==> src/rtl/bisc_sequence_controller_if.sv <==
// Bundle of the operand-buffer request signals and the PE-array strobes
// around the bit-serial stochastic sequence controller.
interface bisc_sequence_controller_if #(
  parameter int BIN_LEN   = 8,
  parameter int BIN_WIDTH = 3
);
  logic                 start;
  logic                 clear_acc;
  logic [BIN_LEN-1:0]   x_val;
  logic                 abort;
  logic                 ready;
  logic                 pe_init;
  logic                 pe_enable;
  logic [BIN_WIDTH-1:0] selector;
  logic                 zero_select;
  logic                 done;

  // Requester side: issues windows and watches for completion.
  modport master (
    output start, clear_acc, x_val, abort,
    input  ready, pe_init, pe_enable, selector, zero_select, done
  );

  // Controller side: accepts windows and drives the PE strobes.
  modport slave (
    input  start, clear_acc, x_val, abort,
    output ready, pe_init, pe_enable, selector, zero_select, done
  );
endinterface

==> src/rtl/bisc_sequence_controller.sv <==
// Control sequencer for the bit-serial stochastic MVM array. One window of
// x_val cycles walks a phase counter c and selects weight bit
// (BIN_LEN-1 - tz(c)) each cycle, so that bit k is picked 2^k times per
// full period and the PE counters accumulate about x*w/2^BIN_LEN.
module bisc_sequence_controller #(
  parameter int BIN_LEN   = 8,
  parameter int BIN_WIDTH = 3
) (
  input logic clock,
  input logic reset,
  bisc_sequence_controller_if.slave bus
);

  localparam logic [1:0] ST_IDLE = 2'd0;
  localparam logic [1:0] ST_INIT = 2'd1;
  localparam logic [1:0] ST_RUN  = 2'd2;
  localparam logic [1:0] ST_DONE = 2'd3;

  logic [1:0]           state;
  logic [1:0]           state_next;
  logic [BIN_LEN-1:0]   c;
  logic [BIN_LEN-1:0]   c_next;
  logic [BIN_LEN-1:0]   rem;
  logic [BIN_LEN-1:0]   rem_next;
  logic [BIN_LEN-1:0]   x_lat;
  logic [BIN_LEN-1:0]   x_lat_next;

  logic                 ready_q;
  logic                 pe_init_q;
  logic                 pe_enable_q;
  logic [BIN_WIDTH-1:0] selector_q;
  logic                 zero_select_q;
  logic                 done_q;

  // Weight-bit index for phase value v: BIN_LEN-1 minus its trailing-zero
  // count. The scan runs from the MSB down, so the lowest set bit wins.
  // v==0 has no meaningful index; zero_select masks that case anyway.
  function automatic logic [BIN_WIDTH-1:0] bit_index(input logic [BIN_LEN-1:0] v);
    logic [BIN_WIDTH-1:0] idx;
    idx = '0;
    for (int i = BIN_LEN - 1; i >= 0; i--) begin
      if (v[i]) idx = BIN_WIDTH'(BIN_LEN - 1 - i);
    end
    return idx;
  endfunction

  // Next-state and datapath update; abort beats the last-RUN-cycle exit.
  always_comb begin
    state_next = state;
    c_next     = c;
    rem_next   = rem;
    x_lat_next = x_lat;
    case (state)
      ST_IDLE: begin
        if (bus.start) begin
          x_lat_next = bus.x_val;
          rem_next   = bus.x_val;
          c_next     = BIN_LEN'(1);
          if (bus.clear_acc)       state_next = ST_INIT;
          else if (bus.x_val != 0) state_next = ST_RUN;
          else                     state_next = ST_DONE;
        end
      end
      ST_INIT: begin
        if (bus.abort)       state_next = ST_IDLE;
        else if (x_lat == 0) state_next = ST_DONE;
        else                 state_next = ST_RUN;
      end
      ST_RUN: begin
        c_next   = c + BIN_LEN'(1);
        rem_next = rem - BIN_LEN'(1);
        if (bus.abort)                 state_next = ST_IDLE;
        else if (rem == BIN_LEN'(1))   state_next = ST_DONE;
      end
      ST_DONE: begin
        state_next = ST_IDLE;
      end
      default: begin
        state_next = ST_IDLE;
      end
    endcase
  end

  // State and datapath registers.
  always_ff @(posedge clock or posedge reset) begin
    if (reset) begin
      state <= ST_IDLE;
      c     <= '0;
      rem   <= '0;
      x_lat <= '0;
    end else begin
      state <= state_next;
      c     <= c_next;
      rem   <= rem_next;
      x_lat <= x_lat_next;
    end
  end

  // Registered output strobes, decoded one cycle ahead from the next state
  // so every output is a flop; outside RUN the PE drive stays neutral.
  always_ff @(posedge clock or posedge reset) begin
    if (reset) begin
      ready_q       <= 1'b1;
      pe_init_q     <= 1'b0;
      pe_enable_q   <= 1'b0;
      selector_q    <= '0;
      zero_select_q <= 1'b1;
      done_q        <= 1'b0;
    end else begin
      ready_q       <= (state_next == ST_IDLE);
      pe_init_q     <= (state_next == ST_INIT);
      pe_enable_q   <= (state_next == ST_RUN);
      selector_q    <= (state_next == ST_RUN) ? bit_index(c_next) : '0;
      zero_select_q <= (state_next == ST_RUN) ? (c_next == 0) : 1'b1;
      done_q        <= (state_next == ST_DONE);
    end
  end

  assign bus.ready       = ready_q;
  assign bus.pe_init     = pe_init_q;
  assign bus.pe_enable   = pe_enable_q;
  assign bus.selector    = selector_q;
  assign bus.zero_select = zero_select_q;
  assign bus.done        = done_q;

endmodule

==> src/flat_wrapper.sv <==
// flat-port wrapper written by rule: the top's interface ports become plain ports
module bisc_sequence_controller_flat 
#(
  parameter int BIN_LEN   = 8,
  parameter int BIN_WIDTH = 3
)
  (clock, reset, bus_start, bus_clear_acc, bus_x_val, bus_abort, bus_ready, bus_pe_init, bus_pe_enable, bus_selector, bus_zero_select, bus_done);
  bisc_sequence_controller_if #(.BIN_LEN(BIN_LEN), .BIN_WIDTH(BIN_WIDTH)) bus_i ();
  input logic clock;
  input logic reset;
  input wire logic [$bits(bus_i.start)-1:0] bus_start;
  input wire logic [$bits(bus_i.clear_acc)-1:0] bus_clear_acc;
  input wire logic [$bits(bus_i.x_val)-1:0] bus_x_val;
  input wire logic [$bits(bus_i.abort)-1:0] bus_abort;
  output wire logic [$bits(bus_i.ready)-1:0] bus_ready;
  output wire logic [$bits(bus_i.pe_init)-1:0] bus_pe_init;
  output wire logic [$bits(bus_i.pe_enable)-1:0] bus_pe_enable;
  output wire logic [$bits(bus_i.selector)-1:0] bus_selector;
  output wire logic [$bits(bus_i.zero_select)-1:0] bus_zero_select;
  output wire logic [$bits(bus_i.done)-1:0] bus_done;
  assign bus_i.start = bus_start;
  assign bus_i.clear_acc = bus_clear_acc;
  assign bus_i.x_val = bus_x_val;
  assign bus_i.abort = bus_abort;
  assign bus_ready = bus_i.ready;
  assign bus_pe_init = bus_i.pe_init;
  assign bus_pe_enable = bus_i.pe_enable;
  assign bus_selector = bus_i.selector;
  assign bus_zero_select = bus_i.zero_select;
  assign bus_done = bus_i.done;
  bisc_sequence_controller #(.BIN_LEN(BIN_LEN), .BIN_WIDTH(BIN_WIDTH)) u_core (.clock(clock), .reset(reset), .bus(bus_i));
endmodule
==> config.mk <==
export PLATFORM = sky130hd
export DESIGN_NAME = bisc_sequence_controller_flat
export DESIGN_NICKNAME = d
export VERILOG_FILES = /design/src/rtl/bisc_sequence_controller_if.sv /design/src/rtl/bisc_sequence_controller.sv /design/src/flat_wrapper.sv
export SDC_FILE = /design/constraint.sdc
export NUM_CORES = 1
export LEC_CHECK = 0
export ABC_AREA = 1
export BUFFER_PORTS_ARGS = -buffer_cell sky130_fd_sc_hd__buf_2
export CORE_ASPECT_RATIO = 1.2
export CORE_MARGIN = 5
export CORE_UTILIZATION = 51
export DETAILED_ROUTE_END_ITERATION = 10
export GPL_TIMING_DRIVEN = 0
export PLACE_DENSITY_LB_ADDON = 0.12
export SETUP_SLACK_MARGIN = 0.5
export SLEW_MARGIN = 20
export SYNTH_ARGS = -nofsm -noshare
export SYNTH_HDL_FRONTEND = slang
export SYNTH_SLANG_ARGS = --single-unit
export TNS_END_PERCENT = 20
==> constraint.sdc <==
create_clock -name clock -period 2 [get_ports clock]
set_input_delay 0.1 -clock clock [delete_from_list [all_inputs] [get_ports clock]]
set_output_delay 0.1 -clock clock [all_outputs]
set_load 0.005 [all_outputs]
# Word-level counts from Yosys, hierarchy flattened
# Index checks and enable logic that the tools add are counted.
# totals
latch_bits	0
ram_bits	0
mem_bits_ro	0
memories	0
ff_bits	34
output_inout_bits	8
wordCells	49
in_bits	13
# op_classes
n_shift	0
mul	0
n_reduce_logical	8
eq_ne	8
bitwise_logic	0
add_sub_neg	2
n_lt_le_gt_ge	0
div	0
muxes	21
# ops
op	count
$pmux 8 s2	2
$logic_not 8->1	2
$mux 8	2
$mux 3	5
$mux 2	7
$add 8x1->8 const B	1
$eq 2x2->1 const B	4
$eq 8x1->1 const B	1
$pmux 2 s4	1
$reduce_bool 8->1	1
$sub 8x1->8 const B	1
$eq 2x1->1 const B	2
$logic_not 2->1	2
$mux 1	4
$reduce_and 2->1	2
$ne 2x2->1 const B	1
$reduce_bool 2->1	1

# Depth between registers and ports, before layout
# Gate-level depths: netlist of the first run.
# depth
word_depth	10
ltp_mapped	13
mapped_depth_nobuf	13

# Worst setup path after synthesis of the first run
# OpenSTA, ideal clock, no wires.
# synth_timing
path_type	register -> register
from	register u_core.state[0]
to	register u_core.selector_q[2], in the netlist u_core.bus.selector[2]
arrival_time_ns	1.234
path_stages_with_launch	8
period_less_slack_ns	1.356
path_buffers	1
setup_time_ns	0.122
setup_slack_ns	0.644
required_time_ns	1.878
path_cell_list	dfrtp_1 nor2_4 buf_6 nand3_2 o21ai_2 inv_2 nor3_2 nor2_1
# synth_between
elab_chain_cells	7
elab_cells_between_ends	15
cone_classes	eq/ne: 4; mux: 10; reduce/logical: 1
# synth_rtl
element	line	text
start: declaration	bisc_sequence_controller.sv:19	logic [1:0] state;
start signal: assignment	bisc_sequence_controller.sv:92	state <= state_next;
$eq 2x2->1 / $logic_not 2->1 (equally long branches)	bisc_sequence_controller.sv:53	case (state)
$pmux 8 s2 *	bisc_sequence_controller.sv:53	
via u_core.c_next[3]	bisc_sequence_controller.sv:22	logic [BIN_LEN-1:0] c_next;
$mux 3 * (4 in a row)	bisc_sequence_controller.sv:42	if (v[i]) idx = BIN_WIDTH'(BIN_LEN - 1 - i);
$mux 3 *	bisc_sequence_controller.sv:113	selector_q <= (state_next == ST_RUN) ? bit_index(c_next) : '0;
end signal: assignment	bisc_sequence_controller.sv:113	
end: declaration	bisc_sequence_controller.sv:31	logic [BIN_WIDTH-1:0] selector_q;
# Mark *: on every way through the listed nets, which the timed path passes. The rest lies on a longest branch.
# A chain may end at the register's enable or synchronous reset.

# Final worst setup path of the first run
# layout_timing
from	register u_core.c[1]
to	register u_core.selector_q[0], in the netlist u_core.bus.selector[0]
# layout_between
elab_chain_cells	10
elab_cells_between_ends	11
cone_classes	add/sub: 1; mux: 10
# layout_rtl
element	line	text
start: declaration	bisc_sequence_controller.sv:21	logic [BIN_LEN-1:0] c;
start signal: assignment	bisc_sequence_controller.sv:93	c <= c_next;
$add 8x1->8	bisc_sequence_controller.sv:70	c_next = c + BIN_LEN'(1);
$pmux 8 s2	bisc_sequence_controller.sv:53	
via u_core.c_next[6]	bisc_sequence_controller.sv:22	
$mux 1	bisc_sequence_controller.sv:42	
$mux 2 (2 in a row)	bisc_sequence_controller.sv:42	
$mux 3 (4 in a row)	bisc_sequence_controller.sv:42	
$mux 3	bisc_sequence_controller.sv:113	
# The timed path passes the listed nets, and every way through them passes these cells.

==> out/results.txt, run 1 <==
Max-slew headroom at the worst pin: 53.4%. The global route total overflow was 0. Counting flops with an async set or reset pin after synthesis yields a share of 100%.

The launch point of the worst hold path was bus_x_val[7]. The tools report the number of placed I/O pins as 21. For the post-detailed-route count of antenna-violating nets, the log shows 0. After detailed routing, the number of vias per cell comes to 5.32.

Once detailed placement completed, the half-perimeter wirelength came to 2870 µm. The number of DRC markers in iteration 0 came out at 65. The library cell used most frequently in the layout, excluding fill and tap cells, is nand2_1. The synthesized design devotes to its leading area cell type 47.1% of total area. Relative to the synthesized area, the layout overhead comes to 25.4%.

The clock group share of total power was 19.9%. Yosys mapped a number of flops with a built-in enable equal to 0. The insertion delay of the later-clocked pin in the worst-skew pair is 0.28 ns. CTS placed an instance of clkbuf_8 at the clock tree root. The flow ran to the end, and the final reports show no timing, DRC or antenna violations. The tool flagged a number of max-cap violations equal to 0. The number of max-slew violations in the final report came out at 0. Data on the critical path is required at its endpoint by 2.22 ns. The number of antenna violations at the first check in global routing came out at 0. The biggest fanout along the worst timing path was 3; the clock edge transition at the registers on the reported setup and hold paths was 0.07 ns. The number of antenna diodes is 0, and the number of clock sinks is 34. Summing every instance area after synthesis gives 1700 µm². VDD sags by at most 0.759 mV. The library cells used most frequently in the layout, excluding fill and tap cells, are nand2_1, dfrtp_1, inv_1. The worst clock skew is 0.00466 ns, and the static leakage power is 1.10 nW. Entering global routing, the biggest net connects 35 pins. The share of the Yosys chip area taken by registers is 50.2%.

Dividing the synthesized area by the synthesized cell count gives 8.54 µm². The clock buffer count from CTS is 5. The routed design has 3980 µm of wire. The count of warnings emitted by yosys came out at 0.

Before CTS, the worst setup slack after placement is 0.305 ns. In this run the power spent charging and discharging nets is 0.000980 W. The category of the most critical setup path was reg2reg. The tightest min-delay check is of the in2reg type. After layout, the worst path uses 76.3% of the clock period.

The post-synthesis sequential element count was 34; the proportion of power drawn by flip-flops and latches was 41.1%. By area the synthesized netlist is led by dfrtp_1, nand2_1, inv_1. The first detailed-routing pass ran for 4 iterations. The beginning of the critical path was u_core.c[1]$_DFF_PP0_. The width of the die came out at 62.7 µm. Setup violations remaining at the end of the flow were counted as 0.

Power spread over the standard cell area amounts to 1190 nW/µm². The number of distinct standard cells referenced by the synthesized netlist is 32. The maximum frequency from static timing analysis is 656 MHz, and the internal power of the cells is 0.00157 W. The average wire per cell in the routed design was 14.2 µm; the initial core utilization was 51.8%. For the total track usage, the log shows 18.7%.

Setup repair after global routing could not meet its margin everywhere. The tools report the via count of the first global-routing pass as 1550. The kind of capture point of the worst setup path is a flop. For the setup TNS, the log shows 0 ns. The type of element launching the critical path is a flop. Data arrives at the worst endpoint at 1.74 ns. The number of nets produced by synthesis came out at 215. The first global-routing pass estimated 6700 µm of wire.

Hold is met by 0.0553 ns. The initialized floorplan defines 23 standard-cell rows. Die footprint: 4590 µm². The time the final worst path needs with I/O delays and setup was 1.53 ns. The share of total power dissipated in combinational logic is 39.0%. The tools report the area inside the core boundary as 3280 µm².

Counting the fill cells in the layout gives 288. The port buffer count is 20, and the number of nets in the layout is 258. The die height is 73.3 µm. The cell accounting for the most synthesized area is dfrtp_1. After detailed routing, the number of remaining DRC violations is 0.

The H-tree was split into 2 levels. In the synthesized netlist the dominant register cell turns out to be dfrtp_1. Hold violation total from the final report: 0. The startpoint of the worst-slack reg-to-reg timing path is u_core.c[1]$_DFF_PP0_. The run gives 199 as the post-synthesis instance total.

For the final estimated routing congestion in global placement, the log shows 0.829. The tools report the detailed-route via count as 1490. The ratio of cells with drive above 1 in the final layout was 35.8%; the maximum buffer depth of the clock tree was 2. At the pin with the least slew margin, the transition time is 0.698 ns.

Net switching is 38.5% of the power. TritonCTS built the clock tree. Post-layout utilization of the core: 65.0%. The worst path meets setup with 0.475 ns of slack.
==> metrics by stage <==
| stage | std cells | power [W] | instance area [µm²] |
|---|---|---|---|
| 6_report | 280 | 0.00255 | 2130 |
| 5_1_grt | 280 | 0.00274 | 2130 |
| 3_5_place_dp | 256 | 0.00183 | 1850 |
| 2_1_floorplan | 199 | 0.00159 | 1700 |
| 4_1_cts | 275 | 0.00250 | 2070 |
| 3_3_place_gp | 256 | 0.00179 | 1850 |
==> worst paths after layout <==
check | end | slack, ns | depth (start not counted)
worst min-delay path | u_core.x_lat[7]$_DFFE_PP0P_ | 0.06 | 3
worst min register to register | u_core.x_lat[3]$_DFFE_PP0P_ | 0.50 | 2
worst max register to register | u_core.bus.selector[0]$_DFF_PP0_ | 0.47 | 13
min in group asynchronous | u_core.bus.pe_enable$_DFF_PP0_ | 0.47 | 3
worst max-delay path | u_core.bus.selector[0]$_DFF_PP0_ | 0.47 | 13
max in group asynchronous | u_core.x_lat[0]$_DFFE_PP0P_ | 1.08 | 3
==> power groups by stage <==
stage	Combinational (W)	Sequential [W]	Clock (W)
final	0.000993	0.00104	0.000508
after global routing	0.00112	0.00107	0.000557
after CTS	0.000950	0.00103	0.000522
after detailed placement	0.000789	0.00104	0
after global placement	0.000754	0.00103	0
after floorplan	0.000576	0.00102	0
==> routing by layer <==
metal	up-vias	track usage [%]	routed length (µm)
li1	732	-	-
met5	-	0	0
met2	28	36.2	2180
met3	12	4.74	116
met4	0	8.49	145
met1	718	18.6	1530
==> kinds of logic (layout without fill, tap and decap cells) <==
family | after synthesis | in the layout | share of synthesized area, %
and+or+nand+nor | 91 | 91 | 24.7
AOI/OAI and AO/OA | 30 | 30 | 12.5
adders and majority gates | 3 | 3 | 2.21
xor gates and xnor gates | 1 | 1 | 0.515
DFF | 34 | 34 | 50.2
buffers and inverters | 40 | 84 | 9.86
==> final cells by class <==
type	count	area [µm²]	area share, %
repair buffers	36	230	10.8
plain buffers	3	26.3	1.23
well taps	37	46.3	2.17
flip-flops and latches	34	853	40.0
clock inverters	3	21.3	0.998
inverters	37	141	6.63
clock buffers	5	68.8	3.23
multi-input cells	125	744	34.9
==> synthesized netlist by cell type, drive strengths merged (2+ instances only) <==
library cell  count
o21ai            13
o221ai            3
ha                3
nand3             9
dfstp             2
nor3              6
buf               2
inv              37
a21oi             2
nand2            54
a31oi             2
nand4             3
nor4              3
o21a              2
nor2             16
dfrtp            32
o211ai            5
==> state kept, by name, summed over array words and instances (netlist names) <==
signal	cells
u_core.bus.done	1
u_core.bus.selector	3
u_core.c	8
u_core.bus.zero_select	1
u_core.rem	8
u_core.x_lat	8
u_core.bus.pe_enable	1
u_core.state	2
u_core.bus.ready	1
u_core.bus.pe_init	1
==> repair_timing <==
action | CTS | global route
setup buffers | 10 | 5
endpoints found under the hold margin | 32 | 0
pin swaps | 6 | 10
hold buffers | 1 | 0
endpoints found under the setup margin | 5 | 13
cloned | 0 | 0
resized for setup | 11 | 12
==> critical path, cell delays in order (launching register included) <==
cell and delay (ns):
dfrtp_1 0.39, ha_2 0.20, inv_2 0.05, nor2_4 0.13, nand3_2 0.08, nand2_1 0.06, nand2_1 0.06, inv_2 0.07
nand2_1 0.05, nand2_1 0.05, nand2_1 0.04, nand2_1 0.07, nand2_1 0.07, a21oi_2 0.15
Note: power is estimated with default switching activity, not from simulation.
==> run 2: changes to the inputs <==
==> constraint.sdc (replaced) <==
create_clock -name clock -period 1.43 [get_ports clock]
set_input_delay 0.0715 -clock clock [delete_from_list [all_inputs] [get_ports clock]]
set_output_delay 0.0715 -clock clock [all_outputs]
set_load 0.005 [all_outputs]
==> run 2 against run 1 <==
  * The run now ends with negative hold slack, negative setup slack left
  * Global-route usage increased by 0.58 points
  * Register-to-register slack got worse by 0.59 ns
  * Worst hold slack got worse by 0.15 ns
  * Design area increased by 6.6%
  * Total power increased by 49%
  * Sequential share of layout area decreased by 2.5 points
  * Sequential power increased by 41%
  * Highest routed layer unchanged
==> out/results.txt, run 2 (synthesis gave the netlist of run 1 again) <==
For the worst hold slack, the log shows -0.0929 ns (-0.148 ns). The run gives 1.76 ns (+0.02 ns) as the data arrival time of the worst path. The max-slew headroom at the worst pin was 51.3% (-2.1 points); the layout overhead on the synthesized area was 33.7%. Number of DRC markers in iteration 0: 59 (-9.2%).

The via density per instance is 5.19 (-2.5%), and the part of the total power dissipated in combinational logic is 42.2% (+3.2 points). The tools report the clock group share of total power as 19.2% (-0.7 points). Traced cell by cell, the critical path runs through ha_2, inv_2, nor2_4, nand3_1, nand2_1, nand2_1, inv_2, nand2_1, nand2_1, nand2_1, nand2_1, nand2_1, a21oi_2. The number of antenna diodes was 0 (unchanged).

The depth of the worst register-to-register path works out to 13 (unchanged). The number of clock sinks came out at 34 (unchanged). The checks that failed: negative hold slack, negative setup slack. The switching fraction of total power is 37.3% (-1.2 points). The number of antenna violations at the first check in global routing came out at 0 (unchanged).

The port buffer count was 20 (unchanged). The run gives 4150 µm (+4.4%) as the post-detailed-routing wire length. TritonCTS built the clock tree.

The maximum buffer depth of the clock tree is 2 (unchanged). The count of fill cells added during filler insertion is 269 (-6.6%). The part of the cycle the worst path needs was 108% (+32 points). The static leakage power came out at 1.16 nW (+5.7%). The tools report the die footprint as 4590 µm² (unchanged). The flow ran to the end, but the final reports show violations. The run gives 2 (unchanged) as the depth of the CTS H-tree. The worst IR drop on VDD was 1.22 mV (+61%). The final estimated routing congestion in global placement is 0.879 (+6.1%), and the worst clock skew is 0.00289 ns (-0.00176 ns).

The cell depth of the worst setup path came out at 13 (unchanged). The clock edge transition at the registers on the reported setup and hold paths works out to 0.07 ns (about the same). STA classifies the critical path endpoint as a flop. The run gives 1587 (+2.4%) as the via count of the first global-routing pass. The tools report the area inside the core boundary as 3280 µm² (unchanged).

The classification of the worst-slack hold path was in2async. The average wire per cell in the routed design was 14.5 µm (+1.8%). The library cells used most frequently in the layout, excluding fill and tap cells, are nand2_1, dfrtp_1, inv_1, buf_4, buf_2.

The required time of the worst setup path was 1.65 ns (-0.57 ns); the pre-CTS setup slack was -0.204 ns (-0.509 ns). The final instance area is 2270 µm² (+6.6%). The beginning of the critical path is u_core.c[0]$_DFF_PP0_. The total power divided by cell area was 1670 nW/µm² (+40%).

The library cell used most frequently in the layout, excluding fill and tap cells, is nand2_1. The number of DRC violations after detailed routing is 0 (unchanged), and the global route total overflow is 0 (unchanged). The die height was 73.3 µm (unchanged).

The peak per-stage delay on the critical path was 0.40 ns (about the same); the detailed-route via count was 1489 (-0.067%). The logs give 2800 µm (-2.4%) for the HPWL reported at the end of detailed placement and 32 (+32) for the hold violation total from the final report. The setup TNS is -0.376 ns (-0.376 ns), and the maximum number of pins on one net before global-route repair is 35 (unchanged). The run gives 0 (unchanged) as the reported max-cap violation count. The standard-cell row count was 23 (unchanged). The tools report the number of max-slew violations in the final report as 0 (unchanged).

The maximum frequency from static timing analysis was 646 MHz (-1.5%); the ratio of cells with drive above 1 in the final layout was 43.2% (+7.4 points). In the final layout, the registers with the most flip-flops are u_core.c x8, u_core.rem x8, u_core.x_lat x8. Setup repair after global routing could not meet its margin everywhere. The area used by sequential logic in the layout came out at 853 µm² (unchanged). The number of nets in the layout was 265 (+2.7%); the post-detailed-route count of antenna-violating nets was 0 (unchanged). In this design, the largest share of critical-path delay is due to simple AND/OR/NAND/NOR gates. The biggest fanout along the worst timing path is 4 (+1), and the proportion of power drawn by flip-flops and latches is 38.6% (-2.5 points). Count of TritonRoute iterations in the first routing pass: 4 (unchanged). The width of the die came out at 62.7 µm (unchanged).

The worst register-to-register path begins at u_core.c[0]$_DFF_PP0_. The critical path is of the reg2reg type. The tools report the first-pass GRT wire length as 6890 µm (+2.8%).

For the initial core utilization, the log shows 51.8% (unchanged). The time the final worst path needs with I/O delays and setup is 1.55 ns (+0.0225 ns). The logs give 816 µm² (+9.6%) for the area occupied by multi-input gates and 5 (unchanged) for the clock buffer count from CTS. The root buffer cell chosen for the clock tree is clkbuf_8.

The type of element launching the critical path is a flop. The run gives 4 (+4) as the count of endpoints failing setup in the final report. The slew at the pin closest to its max-slew limit is 0.729 ns (+0.0318 ns). The run gives 1860 µm² (+0.81%) as the placed standard-cell area. The insertion delay of the later-clocked pin in the worst-skew pair is 0.29 ns (about the same). The critical path's most frequent cell is nand2_1. The run gives 21 (unchanged) as the number of placed I/O pins.

The tools report the power dissipated by switching net loads as 0.00142 W (+45%). For the total track usage, the log shows 19.3% (+0.58 points). The cell with the largest stage delay on the worst path is dfrtp_1. The critical path buffer and inverter count was 2 (unchanged). The minimum setup slack in the final design is -0.118 ns (-0.593 ns). The tools report the internal power of the cells as 0.00238 W (+52%).
[run 2: cell count changes in the layout (fill, tap and decap cells not counted), sizes merged]
cell / previous run / this run
dlygate4sd3: 1 / 0
clkinvlp: 1 / 0
buf: 37 / 45
clkbuf: 6 / 8
clkinv: 2 / 1
[run 2: layer usage]
metal  track usage [%]  vias to the layer above  wire length [µm]
met1              19.7                      707              1550
met3              5.81                        8               146
met2              35.9                       29              2390
met5                 0                        -                 0
li1                  -                      745                 -
met4              8.73                        0                65
[run 2: power groups by stage]
stage	sequential, W	combinational (W)	clock (W)
final	0.00147	0.00160	0.000728
after global routing	0.00150	0.00177	0.000800
after CTS	0.00146	0.00143	0.000740
after detailed placement	0.00147	0.00111	0
after global placement	0.00145	0.00107	0
after floorplan	0.00143	0.000833	0
[run 2: stage by stage]
step | utilization (%) | cells | total power [W]
3_3_place_gp | 56.8 | 256 | 0.00252
6_report | 69.3 | 287 | 0.00380
4_1_cts | 66.1 | 283 | 0.00362
2_1_floorplan | - | 199 | 0.00226
3_5_place_dp | 56.8 | 256 | 0.00258
5_1_grt | 69.3 | 287 | 0.00407
[run 2: area by class of cell]
| cell class | instances | share of cell area [%] |
|---|---|---|
| clock buffer | 7 | 3.80 |
| inverter | 37 | 6.44 |
| tap | 37 | 2.04 |
| multi-input combinational | 125 | 35.9 |
| clock inverter | 1 | 0.220 |
| sequential | 34 | 37.5 |
| buffer | 3 | 1.76 |
| timing repair buffer | 43 | 12.3 |
[run 2: final timing paths]
check,slack (ns),to
max reg2reg,-0.12,u_core.bus.selector[0]$_DFF_PP0_
min,-0.09,u_core.bus.selector[2]$_DFF_PP0_
max,-0.12,u_core.bus.selector[0]$_DFF_PP0_
max in group asynchronous,1.06,u_core.rem[5]$_DFFE_PP0P_
min reg2reg,0.49,u_core.x_lat[0]$_DFFE_PP0P_
min in group clock,0.03,u_core.x_lat[1]$_DFFE_PP0P_
[run 2: repair_timing]
| action | CTS | global route |
|---|---|---|
| pin swaps | 19 | 7 |
| resized for setup | 31 | 19 |
| endpoints found under the hold margin | 32 | 32 |
| buffers inserted | 19 | 4 |
| endpoints found under the setup margin | 36 | 36 |
==> run 3: changes to the inputs <==
--- a/config.mk
+++ b/config.mk
@@ -11,7 +11,6 @@
 export CORE_MARGIN = 5
 export CORE_UTILIZATION = 51
 export DETAILED_ROUTE_END_ITERATION = 10
-export GPL_TIMING_DRIVEN = 0
 export PLACE_DENSITY_LB_ADDON = 0.12
 export SETUP_SLACK_MARGIN = 0.5
 export SLEW_MARGIN = 20
==> run 3 against run 2 <==
  * The run ends with negative setup slack left
  * Largest power group unchanged
  * Critical path type unchanged
  * Critical endpoint is now u_core.bus.zero_select$_DFF_PP1_
  * Total power up 6.9%
  * Die area unchanged
  * Highest routed layer unchanged
  * Wire length up 3.5%
  * Sequential power up 3%
  * Combinational power up 15%
  * Clock power down 2%
==> out/results.txt, run 3 (synthesis gave the netlist of run 1 again) <==
The tools report the depth of the CTS H-tree as 2 (unchanged). Following the worst setup path forward leads to its endpoint at u_core.bus.zero_select$_DFF_PP1_. The worst clock skew is 0.00320 ns (+0.000307 ns), and the cell depth of the worst setup path is 9 (-4). Setup repair after global routing could not meet its margin everywhere. In this run the critical register-to-register path is launched from u_core.state[1]$_DFF_PP0_. The part of the cycle the worst path needs is 104% (-3.8 points). TritonCTS built the clock tree. The logs give 1.18 nW (+1.8%) for the static leakage power and 0.853 (-2.9%) for the final estimated routing congestion in global placement. The maximum number of pins on one net before global-route repair is 35 (unchanged), and the width of the die is 62.7 µm (unchanged). After detailed routing, no signal wire sits above met4. The logs give 0 (unchanged) for the number of DRC violations after detailed routing and 7250 µm (+5.3%) for the first-pass GRT wire length.

Number of placed I/O pins: 21 (unchanged). Maximum frequency from static timing analysis: 670 MHz (+3.6%). Area inside the core boundary: 3280 µm² (unchanged).

For this design, the slowest cell found on the critical path is dfrtp_1. The count of TritonRoute iterations in the first routing pass came out at 4 (unchanged). For the number of antenna diodes, the log shows 0 (unchanged). The depth of the worst register-to-register path works out to 9 (-4). The overall power of the completed layout came out at 0.00406 W (+6.9%). The final reports fail on negative setup slack.

Setup slack of the worst register-to-register path: -0.06 ns (+0.05 ns). Port buffer count: 20 (unchanged). The clock buffer count from CTS was 5 (unchanged); the critical path buffer and inverter count was 3 (+1). The library cells used most frequently in the layout, excluding fill and tap cells, are nand2_1, dfrtp_1, buf_4.

STA classifies the critical path startpoint as a flop. The largest registers in the layout are u_core.c x8, u_core.rem x8, u_core.x_lat x8. The reported max-cap violation count was 0 (unchanged). For the area used by sequential logic in the layout, the log shows 855 µm² (+0.15%). Routed wire length on met3: 147 µm (+0.68%). The insertion delay of the later-clocked pin in the worst-skew pair was 0.28 ns (about the same). The total routed wire length on the met1 layer came out at 1530 µm (-1.7%). The time the final worst path needs with I/O delays and setup is 1.49 ns (-0.0541 ns), and the average wire per cell in the routed design is 14.8 µm (+2.5%).

Hold violation total from the final report: 0 (-100%). The buffer type at the clock tree root was clkbuf_8. The area occupied by multi-input gates came out at 871 µm² (+6.7%). The data arrival time of the worst path is 1.72 ns (-0.04 ns). The number of antenna violations at the first check in global routing is 0 (unchanged), and the number of DRC markers in iteration 0 is 112 (+90%).

The tools report the number of nets in the layout as 268 (+1.1%). The slew at the pin closest to its max-slew limit is 0.427 ns (-0.303 ns), and the max-slew headroom at the worst pin is 71.5% (+20 points). The via density per instance was 5.28 (+1.8%); the total met2 wirelength after detailed routing was 2470 µm (+3.5%). The post-detailed-routing wire length came out at 4300 µm (+3.5%). The initial core utilization came out at 51.8% (unchanged). Broken down by cell family, the worst path's largest delay share belongs to simple AND/OR/NAND/NOR gates. For the maximum buffer depth of the clock tree, the log shows 2 (unchanged). The global route total overflow was 0 (unchanged); the die height was 73.3 µm (unchanged). The critical path is of the reg2reg type. The total power divided by cell area is 1720 nW/µm² (+2.7%), and the count of endpoints failing setup in the final report is 4 (unchanged). The die footprint is 4590 µm² (unchanged).

The clock edge transition at the registers on the reported setup and hold paths was 0.07 ns (about the same); the worst hold slack was 0.0367 ns (+0.130 ns). The number of clock sinks is 34 (unchanged), and the detailed-route via count is 1531 (+2.8%). For the required time of the worst setup path, the log shows 1.66 ns (about the same). The tools report the total track usage as 20.4% (+1.1 points). The run gives 1661 (+4.7%) as the via count of the first global-routing pass.

The most common cell after layout, fill and taps aside is nand2_1. The run gives 0 (unchanged) as the post-detailed-route count of antenna-violating nets. Traced cell by cell, the critical path runs through inv_2, nor2_4, buf_12, nand3_4, o21ai_4, inv_2, nor3_4, nand2_1, nand2_1. Minimum setup slack in the final design: -0.0636 ns (+0.0541 ns).

STA classifies the critical path endpoint as a flop. Number of max-slew violations in the final report: 0 (unchanged). The biggest fanout along the worst timing path was 5 (+1). The critical path starts at u_core.state[1]$_DFF_PP0_.

The standard-cell row count was 23 (unchanged); the count of fill cells added during filler insertion was 236 (-12%). The run gives 1.35 mV (+11%) as the worst IR drop on VDD. The terminus of the critical flop-to-flop path was u_core.bus.zero_select$_DFF_PP1_.

The classification of the worst-slack hold path is in2reg. The ratio of cells with drive above 1 in the final layout was 44.7% (+1.5 points). The flow ran to the end, but the final reports show violations. From synthesis to final layout, the design area changed by 39.1%.

The HPWL reported at the end of detailed placement is 3010 µm (+7.5%), and the peak per-stage delay on the critical path is 0.36 ns (-0.04 ns). Pre-CTS setup slack: -0.0970 ns (+0.107 ns).
[run 3: changes by cell type in the layout (fill, tap and decap cells not counted), sizes merged]
cell and change:
clkbuf -1, dlygate4sd3 +1, buf +3
[run 3: area by class of cell]
cell class	count	area share (%)
multi-input combinational	125	36.8
sequential	34	36.1
timing repair buffer	49	15.0
inverter	37	6.29
clock buffer	7	3.65
tap	37	1.96
clock inverter	1	0.212
[run 3: worst min path at each step]
stage,start,end,depth (start not counted)
6_report,bus_x_val[7],u_core.x_lat[7]$_DFFE_PP0P_,3
5_1_grt,bus_x_val[0],u_core.x_lat[0]$_DFFE_PP0P_,3
4_1_cts,bus_x_val[7],u_core.x_lat[7]$_DFFE_PP0P_,3
3_5_place_dp,reset,u_core.bus.pe_enable$_DFF_PP0_,3
3_3_place_gp,reset,u_core.bus.pe_enable$_DFF_PP0_,3
2_1_floorplan,bus_x_val[0],u_core.x_lat[0]$_DFFE_PP0P_,2
[run 3: where the power goes]
group / switching [W] / internal, W / leakage [nW] / total (W)
registers: 0.000247 / 0.00126 / 0.430 / 0.00151
clock network: 0.000329 / 0.000388 / 0.0482 / 0.000717
logic: 0.000967 / 0.000868 / 0.705 / 0.00184
total: 0.00154 / 0.00252 / 1.18 / 0.00406
[run 3: per-layer routing]
layer  global-route usage [%]  up-vias
met2                     40.8       29
met1                     20.2      743
li1                         -      748
met5                        0        -
met4                     7.08        0
met3                     4.89       11
[run 3: metrics by stage]
step,setup TNS [ns],utilization (%),area (µm²),instances
after CTS,-0.229,68.4,2240,287
after global placement,-0.245,60.2,1980,270
after detailed placement,-0.274,60.2,1980,270
after global routing,-0.856,72.1,2370,290
final,-0.197,72.1,2370,290
after floorplan,0,-,1720,199
[run 3: tightest hold or removal path, cell delays in order]
cell and delay (ns):
buf_2 0.09, nand2_1 0.07, nand2_1 0.06
[run 3: what timing repair did]
| item | 4_1_cts | 5_1_grt |
|---|---|---|
| pin swaps | 15 | 17 |
| hold endpoints to repair | 32 | 0 |
| gates resized for setup | 38 | 21 |
| gates cloned | 0 | 0 |
| endpoints found under the setup margin | 36 | 36 |
| hold buffers | 1 | 0 |
| setup buffers | 8 | 3 |
